[config.mk]
export PLATFORM = sky130hd
export DESIGN_NAME = if_fetch_unit
export DESIGN_NICKNAME = d
export VERILOG_FILES = /design/src/rtl/if_fetch_unit.sv
export SDC_FILE = /design/constraint.sdc
export NUM_CORES = 1
export LEC_CHECK = 0
export ABC_AREA = 1
export CAP_MARGIN = 30
export CORE_MARGIN = 4
export CORE_UTILIZATION = 45
export CTS_BUF_LIST = sky130_fd_sc_hd__clkbuf_8 sky130_fd_sc_hd__clkbuf_16
export CTS_CLUSTER_DIAMETER = 60
export DETAILED_ROUTE_END_ITERATION = 10
export PLACE_DENSITY = 0.8
export RECOVER_POWER = 50
export SLEW_MARGIN = 20
export SYNTH_ARGS = -nofsm -noshare
export SYNTH_HDL_FRONTEND = slang
export SYNTH_SLANG_ARGS = --single-unit
[constraint.sdc]
create_clock -name clk -period 8 [get_ports clk]
set_input_delay 2 -clock clk [delete_from_list [all_inputs] [get_ports clk]]
set_output_delay 2 -clock clk [all_outputs]
set_load 0.005 [all_outputs]
[src/rtl/if_fetch_unit.sv]
// rtl/if_fetch_unit.sv - RV32IM instruction fetch with IF/ID register, redirect, halt and fault handling
module if_fetch_unit #(
  parameter logic [31:0] RESET_PC       = 32'h0000_0000,
  parameter int          MEM_WORDS      = 256,
  parameter bit          HALT_ON_SYSTEM = 1'b1
) (
  input  logic        clk,
  input  logic        rst,
  output logic [31:0] imem_addr,
  input  logic [31:0] imem_instr,
  output logic        if_valid,
  output logic [31:0] if_pc,
  output logic [31:0] if_instr,
  input  logic        id_ready,
  input  logic        redirect_valid,
  input  logic [31:0] redirect_pc,
  output logic        halted,
  output logic        fault,
  output logic [1:0]  fault_cause,
  output logic [31:0] fetch_count
);

  typedef enum logic [1:0] {
    S_RUN   = 2'd0,
    S_HALT  = 2'd1,
    S_FAULT = 2'd2
  } state_t;

  localparam logic [31:0] MEM_WORDS_W = 32'(MEM_WORDS);
  localparam logic [31:0] NOP_INSTR   = 32'h0000_0013;

  state_t      state_q, state_d;
  logic [31:0] pc_q, pc_d;
  logic        if_valid_q, if_valid_d;
  logic [31:0] if_pc_q, if_pc_d;
  logic [31:0] if_instr_q, if_instr_d;
  logic [1:0]  fault_cause_q, fault_cause_d;
  logic [31:0] fetch_count_q, fetch_count_d;

  logic advance;
  logic take;
  logic redirect_accept;
  logic pc_out_of_range;
  logic is_system;

  assign advance         = !if_valid_q || id_ready;
  assign take            = if_valid_q && id_ready;
  // FAULT ignores redirects, so only RUN/HALT redirects flush the held instruction
  assign redirect_accept = redirect_valid && (state_q != S_FAULT);
  assign pc_out_of_range = {2'b00, pc_q[31:2]} >= MEM_WORDS_W;
  assign is_system       = (imem_instr[6:0] == 7'h73) && (imem_instr[14:12] == 3'b000);

  // Next-state: redirect beats normal fetch; a flushed instruction is never counted
  always_comb begin
    state_d       = state_q;
    pc_d          = pc_q;
    if_valid_d    = if_valid_q;
    if_pc_d       = if_pc_q;
    if_instr_d    = if_instr_q;
    fault_cause_d = fault_cause_q;
    fetch_count_d = fetch_count_q + ((take && !redirect_accept) ? 32'd1 : 32'd0);

    case (state_q)
      S_RUN, S_HALT: begin
        if (redirect_valid) begin
          if_valid_d = 1'b0;
          if (redirect_pc[1:0] != 2'b00) begin
            state_d       = S_FAULT;
            fault_cause_d = 2'b01;
          end else begin
            pc_d    = redirect_pc;
            state_d = S_RUN;
          end
        end else if (state_q == S_RUN) begin
          if (advance) begin
            if (pc_out_of_range) begin
              state_d       = S_FAULT;
              fault_cause_d = 2'b10;
              if_valid_d    = 1'b0;
            end else begin
              if_pc_d    = pc_q;
              if_instr_d = imem_instr;
              if_valid_d = 1'b1;
              pc_d       = pc_q + 32'd4;
              if (HALT_ON_SYSTEM && is_system) begin
                state_d = S_HALT;
              end
            end
          end
        end else if (take) begin
          // HALT: drain the pending instruction, capture nothing new
          if_valid_d = 1'b0;
        end
      end
      default: begin
        if_valid_d = 1'b0;
      end
    endcase
  end

  // State registers with synchronous active-high reset
  always_ff @(posedge clk) begin
    if (rst) begin
      state_q       <= S_RUN;
      pc_q          <= RESET_PC;
      if_valid_q    <= 1'b0;
      if_pc_q       <= 32'h0000_0000;
      if_instr_q    <= NOP_INSTR;
      fault_cause_q <= 2'b00;
      fetch_count_q <= 32'h0000_0000;
    end else begin
      state_q       <= state_d;
      pc_q          <= pc_d;
      if_valid_q    <= if_valid_d;
      if_pc_q       <= if_pc_d;
      if_instr_q    <= if_instr_d;
      fault_cause_q <= fault_cause_d;
      fetch_count_q <= fetch_count_d;
    end
  end

  assign imem_addr   = pc_q;
  assign if_valid    = if_valid_q;
  assign if_pc       = if_pc_q;
  assign if_instr    = if_instr_q;
  assign halted      = (state_q == S_HALT);
  assign fault       = (state_q == S_FAULT);
  assign fault_cause = fault_cause_q;
  assign fetch_count = fetch_count_q;

endmodule
**Word-level counts from Yosys, hierarchy flattened**

Cells that the tools add are included.
W data, S select, Z words.

- Bits in registers: 133
- Input port bits: 68
- Output and inout port bits: 133
- Logic and storage cells: 64

- $add $sub $neg: 2
- Magnitude comparators: 1
- Equal/unequal tests: 8
- Muxes and demuxes: 21
- Bitwise logic cells: 3
- Reduce and logical (&&, ||, !) cells: 22

Operators with widths:

| kind | number |
|---|---|
| $mux W32 | 5 |
| $add A32 B1 Y32 | 1 |
| $add A32 B3 Y32 const B | 1 |
| $ge A30 B9 Y1 const B | 1 |
| $mux W2 | 11 |
| $reduce_and A5 Y1 | 3 |
| $reduce_bool A2 Y1 | 5 |
| $ne A2 B2 Y1 const B | 4 |
| $eq A7 B7 Y1 const B | 1 |
| $mux W1 | 5 |
| $logic_and A1 B1 Y1 | 4 |
| $reduce_and A4 Y1 | 1 |
| $logic_not A3 Y1 | 1 |
| $not A1 Y1 | 3 |
| $reduce_bool A3 Y1 | 1 |
| $reduce_or A3 Y1 | 1 |
| $eq A2 B1 Y1 const B | 1 |
| $eq A2 B2 Y1 const B | 1 |
| $logic_not A1 Y1 | 2 |
| $logic_not A2 Y1 | 1 |
| $ne A2 B1 Y1 const B | 1 |
| $reduce_and A2 Y1 | 1 |
| $reduce_or A2 Y1 | 1 |
| $logic_or A1 B1 Y1 | 1 |

**Logic depth before layout (Yosys ltp)**

- Word-level depth: 7
- Mapped depth: 16
- Mapped depth without buffers: 15

**Worst setup path after synthesis**

OpenSTA, ideal clock, no wires.

- Path kind: input-to-reg
- Start point: input port redirect_valid
- End point: register fetch_count_q[24], in the netlist fetch_count[24]
- Arrival: 3.989 ns
- Path slack: 3.940 ns
- Cell stages on the path: 14
- Buffers on the path: 2
- Path through: inv_2 > buf_2 > clkbuf_1 > o21ai_0 > nor2_1 > ha_1 > ha_1 > nand3_2 > nor2_4 > inv_1 > nor2_1 > nand4_1 > or2_0 > a21oi_1

- Word-level cells in the longest chain between the ends: 5

RTL lines:

| item | line | text |
|---|---|---|
| start: declaration | 15 | `input logic redirect_valid,` |
| $logic_and A1 B1 Y1 | 49 | `assign redirect_accept = redirect_valid && (state_q != S_FAULT);` |
| $logic_not A1 Y1 | 61 | `fetch_count_d = fetch_count_q + ((take && !redirect_accept) ? 32'd1 : 32'd0);` |
| $logic_and A1 B1 Y1 | 61 |  |
| $mux W1 | 61 |  |
| $add A32 B1 Y32 | 61 |  |
| end signal: assignment | 118 | `fetch_count_q <= fetch_count_d;` |
| end: declaration | 38 | `logic [31:0] fetch_count_q, fetch_count_d;` |

Every way passes these cells.
A chain may end at the register's enable or synchronous reset.

**Final worst setup path**

Ends and elaborated chain as after synthesis.

==> flow_summary.html <==
<table>
<tr><th>Metric</th><th>Value</th></tr>
<tr><th colspan="2">Placement</th></tr>
<tr><td>IO Port Bufs</td><td>200</td></tr>
<tr><td>Final HPWL from detailed placement</td><td>13580 um</td></tr>
<tr><td>Post-placement worst setup slack</td><td>~2.7 ns</td></tr>
<tr><td>Final weighted congestion in routability-driven placement</td><td>between 0.9 and 1</td></tr>
<tr><th colspan="2">CTS</th></tr>
<tr><td>Master cell of the clock root buffer</td><td>sky130_fd_sc_hd__clkbuf_16</td></tr>
<tr><td>Clock-pin slew of the registers on the worst-case setup and hold paths</td><td>roughly 0.060 ns</td></tr>
<tr><td>Total of hold buffers inserted after clock tree synthesis</td><td>0</td></tr>
<tr><td>Resized Gates After CTS</td><td>0</td></tr>
<tr><td>Skew-Pair Late Insertion Delay</td><td>0.41 ns</td></tr>
<tr><td>Post-CTS setup buffer count</td><td>0</td></tr>
<tr><td>H-tree lvl count</td><td>4</td></tr>
<tr><td>Number of clock buffers inserted by TritonCTS</td><td>17</td></tr>
<tr><td>Max Root-Sink Buffers</td><td>2</td></tr>
<tr><td>CTS tree</td><td>yes</td></tr>
<tr><td>Sinks on Clock Net</td><td>between 100 and 150</td></tr>
<tr><th colspan="2">Die</th></tr>
<tr><td>Core area</td><td>13350 um^2</td></tr>
<tr><td>Initial core utilization</td><td>a little under half</td></tr>
<tr><td>I/O pin total</td><td>about 200</td></tr>
<tr><td>Die width</td><td>125.3 um</td></tr>
<tr><td>Area of the die</td><td>roughly 16000 um^2</td></tr>
<tr><td>Overall die height</td><td>125.3 um</td></tr>
<tr><td>Core Rows</td><td>42</td></tr>
<tr><th colspan="2">Power</th></tr>
<tr><td>Cell-internal power</td><td>1.381 mW</td></tr>
<tr><td>Clock network fraction of design power</td><td>approximately 40%</td></tr>
<tr><td>Fraction of power consumed by sequential logic</td><td>40.5%</td></tr>
<tr><td>Max IR drop VDD</td><td>0.0001306 V</td></tr>
<tr><td>Power per Cell Area</td><td>between 200 and 250 nW/um^2</td></tr>
<tr><td>Sw Share</td><td>28.71%</td></tr>
<tr><td>Sw power</td><td>0.5563 mW</td></tr>
<tr><td>Share of power burned in combinational logic</td><td>about a fifth</td></tr>
<tr><td>Reported leakage power</td><td>approximately 3.6 nW</td></tr>
<tr><th colspan="2">Detailed routing</th></tr>
<tr><td>Via count of the routed design</td><td>6491</td></tr>
<tr><td>WL per Instance</td><td>14.37 um</td></tr>
<tr><td>Antenna-violating nets left</td><td>0</td></tr>
<tr><td>Final routed DRC violation total</td><td>0</td></tr>
<tr><td>First drt pass iteration count</td><td>5</td></tr>
<tr><td>Detail-routed via count per cell</td><td>5.028</td></tr>
<tr><td>1st-iter DRT viols</td><td>roughly 450</td></tr>
<tr><td>Detailed Route WL</td><td>18550 um</td></tr>
<tr><th colspan="2">Logic synthesis</th></tr>
<tr><td>Area share of xor/xnor cells in the synthesized design</td><td>less than 1%</td></tr>
<tr><td>Synthesized-area fraction occupied by ao, oa, aoi and oai cells</td><td>11.46%</td></tr>
<tr><td>Cell type with the highest aggregate area in the netlist</td><td>sky130_fd_sc_hd__dfxtp_1</td></tr>
<tr><td>Simple-gate share of the synthesized area</td><td>a little over a third</td></tr>
<tr><td>Synthesized area divided by synthesized cell count</td><td>6.759 um^2</td></tr>
<tr><td>Multiplexer share of the synthesized area</td><td>0.1617%</td></tr>
<tr><td>Total of warnings raised by yosys</td><td>0</td></tr>
<tr><td>Proportion of register bits with asynchronous set or reset after synthesis</td><td>0%</td></tr>
<tr><td>Most common flop cell mapped by yosys</td><td>sky130_fd_sc_hd__dfxtp_1</td></tr>
<tr><td>Flip-flop and latch count after synthesis</td><td>133</td></tr>
<tr><td>Cell Area, Synth</td><td>slightly above 6000 um^2</td></tr>
<tr><td>Synth area leaders</td><td>sky130_fd_sc_hd__dfxtp_1 (43%), sky130_fd_sc_hd__nand2_1 (13%), sky130_fd_sc_hd__nor2_1 (12%), sky130_fd_sc_hd__o21ai_0 (5.2%), sky130_fd_sc_hd__nand3_1 (4.7%)</td></tr>
<tr><td>Adder-cell area share of the yosys netlist</td><td>0.8084%</td></tr>
<tr><td>Count of flip-flops with a built-in enable after synthesis</td><td>0</td></tr>
<tr><td>Synth Instances</td><td>about 920</td></tr>
<tr><td>Number of nets in the synthesized netlist</td><td>988</td></tr>
<tr><td>Number of distinct library cell variants in the gate-level netlist after synthesis</td><td>39</td></tr>
<tr><td>Post-synth top area share</td><td>43.01%</td></tr>
<tr><td>Largest family of logic cells by synthesized area</td><td>simple AND/OR/NAND/NOR gates</td></tr>
<tr><td>Sequential element share of the synthesized area</td><td>a little over two fifths</td></tr>
<tr><th colspan="2">GRT</th></tr>
<tr><td>Global route total overflow</td><td>0</td></tr>
<tr><td>Number of antenna violations at the first check in global routing</td><td>0</td></tr>
<tr><td>Overall track demand over capacity in global routing</td><td>between 20% and 30%</td></tr>
<tr><td>First-pass GRT wire length</td><td>30350 um</td></tr>
<tr><td>Number of global-route vias before repair</td><td>6029</td></tr>
<tr><td>Maximum number of pins on one net before global-route repair</td><td>69</td></tr>
<tr><th colspan="2">STA</th></tr>
<tr><td>Final Slew Violations</td><td>0</td></tr>
<tr><td>Crit path time final</td><td>approximately 5.4 ns</td></tr>
<tr><td>Clock Skews</td><td>0.01190 ns</td></tr>
<tr><td>Setup-failing EPs final</td><td>0</td></tr>
<tr><td>Setup ws final</td><td>2.625 ns</td></tr>
<tr><td>Final worst-path cycle share</td><td>67.19%</td></tr>
<tr><td>Post-Route Setup TNS</td><td>0 ns</td></tr>
<tr><td>Least-Margin Pin Slew</td><td>1.363 ns</td></tr>
<tr><td>Worst slew margin relative to its limit</td><td>9.038%</td></tr>
<tr><td>Highest clock rate</td><td>186.0 MHz</td></tr>
<tr><td>Smallest hold slack</td><td>0.4340 ns</td></tr>
<tr><td>Setup repair after global routing missed its margin</td><td>false</td></tr>
<tr><td>Count of endpoints failing hold in the final timing report</td><td>0</td></tr>
<tr><th colspan="2">Setup path</th></tr>
<tr><td>CP Class</td><td>in -&gt; reg</td></tr>
<tr><td>Flop-to-flop setup slack</td><td>5.35 ns</td></tr>
<tr><td>Critical path arrival</td><td>between 5 and 6 ns</td></tr>
<tr><td>Data required, critical path</td><td>8.33 ns</td></tr>
<tr><td>Type of destination of the critical path</td><td>flop</td></tr>
<tr><td>Sort of element at the start of the critical path</td><td>input pin</td></tr>
<tr><td>Worst path cell trace</td><td>clkdlybuf4s50_1, inv_1, o21ai_0, nor2_1, ha_1, ha_1, nand3_2, nor2_4, inv_1, nor2_1, nand4_1, or2_0, a21oi_1</td></tr>
<tr><td>Delay of the slowest critical-path stage</td><td>1.11 ns</td></tr>
<tr><td>Highest net fanout along the worst path</td><td>50</td></tr>
<tr><td>Standard cell with the maximum stage delay on the critical path</td><td>sky130_fd_sc_hd__inv_1</td></tr>
<tr><th colspan="2">Final layout</th></tr>
<tr><td>Area added between synthesis and finish</td><td>43.39%</td></tr>
<tr><td>Ant diodes</td><td>0</td></tr>
<tr><td>Final #Nets</td><td>around 1200</td></tr>
<tr><td>Proportion of layout cells with a drive suffix above 1</td><td>7.444%</td></tr>
<tr><th colspan="2">Hold path</th></tr>
<tr><td>Kind of path behind the tightest hold check</td><td>reg -&gt; reg</td></tr>
<tr><th colspan="2">Flow run</th></tr>
<tr><td>MaxCap Viol Count</td><td>0</td></tr>
<tr><th colspan="2">Status</th></tr>
<tr><td>Result of the run</td><td>completed</td></tr>
</table>
==> state kept, by name (all words and copies together), names as in the netlist <==
signal       cells
if_instr        32
fault_cause      2
imem_addr       32
fetch_count     32
state_q          2
if_valid         1
if_pc           32
==> area by class of cell <==
cell class                 count  area (um^2)
clock inverter                15        155.1
timing repair buffer         204         2059
tap                          176        220.2
multi-input combinational    670         3069
sequential                   133         2663
inverter                      76        285.3
fill                        1176         4471
clock buffer                  17        425.4
==> cells in the final DEF (no fill, tap or decap), drive strengths merged <==
cell           instances
a211oi                 2
a21oi                 54
a31oi                  1
and3                   1
buf                    5
bufinv                 2
clkbuf                17
clkdlybuf4s50         67
clkinv                 4
clkinvlp               5
dfxtp                133
dlygate4sd3          132
ha                     4
inv                   80
mux2i                  1
nand2                220
nand3                 67
nand4                  5
nor2                 199
nor3                  16
nor3b                  1
nor4                   2
o21a                   2
o21ai                 67
o21bai                 1
o22ai                  1
o31ai                  1
or2                   19
xnor2                  2
xor2                   4
==> cells by family after synthesis <==
group | Yosys count
DFF | 133
and+or+nand+nor | 530
adders and majority gates | 4
muxes | 1
xor gates and xnor gates | 6
AOI/OAI and AO/OA | 129
buffers and inverters | 113
==> synth_stat cells (all sizes together) (2+ instances only) <==
library cell  count
nand2           220
nand4             5
buf              17
nor4              2
xor2              4
xnor2             2
nand3            67
a211oi            2
ha                4
dfxtp           133
inv              76
or2              19
o21a              2
o21ai            67
clkbuf           20
nor3             16
a21oi            54
nor2            199
==> worst paths after layout <==
kind                                      from               to  cells past startpoint
worst max-delay path            redirect_valid  fetch_count[24]                     13
worst min-delay path                 if_pc[19]        if_pc[19]                      2
worst max register to register      state_q[1]  fetch_count[24]                     13
worst min register to register       if_pc[19]        if_pc[19]                      2
==> critical path, delay by kind of cell <==
kind	cells	cell delay, ns
fa+ha+maj	2	0.41
compound gates	2	0.37
buf+inv	3	1.83
simple gates	6	1.05
==> layer usage <==
layer,vias up,GRT usage (%),routed length (um)
li1,3288,-,-
met3,34,7.804,1661
met2,251,35.68,8068
met5,-,0,0
met1,2918,31.15,8376
met4,0,8.418,439
==> stage by stage <==
step	total power [mW]	util, %	instances	instance area [um^2]
finish	1.937	66.51	1291	8877
global route	2.032	66.51	1291	8877
CTS	1.980	66.36	1290	8857
detailed placement	1.216	62.01	1258	8277
global placement	1.202	61.80	1257	8249
floorplan	0.9984	-	916	6191
==> power groups by stage <==
stage | registers, mW | logic (mW) | clock network, mW
after floorplan | 0.796 | 0.202 | 0
after global placement | 0.800 | 0.402 | 0
after detailed placement | 0.801 | 0.414 | 0
after CTS | 0.787 | 0.417 | 0.776
after global routing | 0.795 | 0.435 | 0.801
final | 0.785 | 0.391 | 0.761
(Power assumes the default switching activity.)
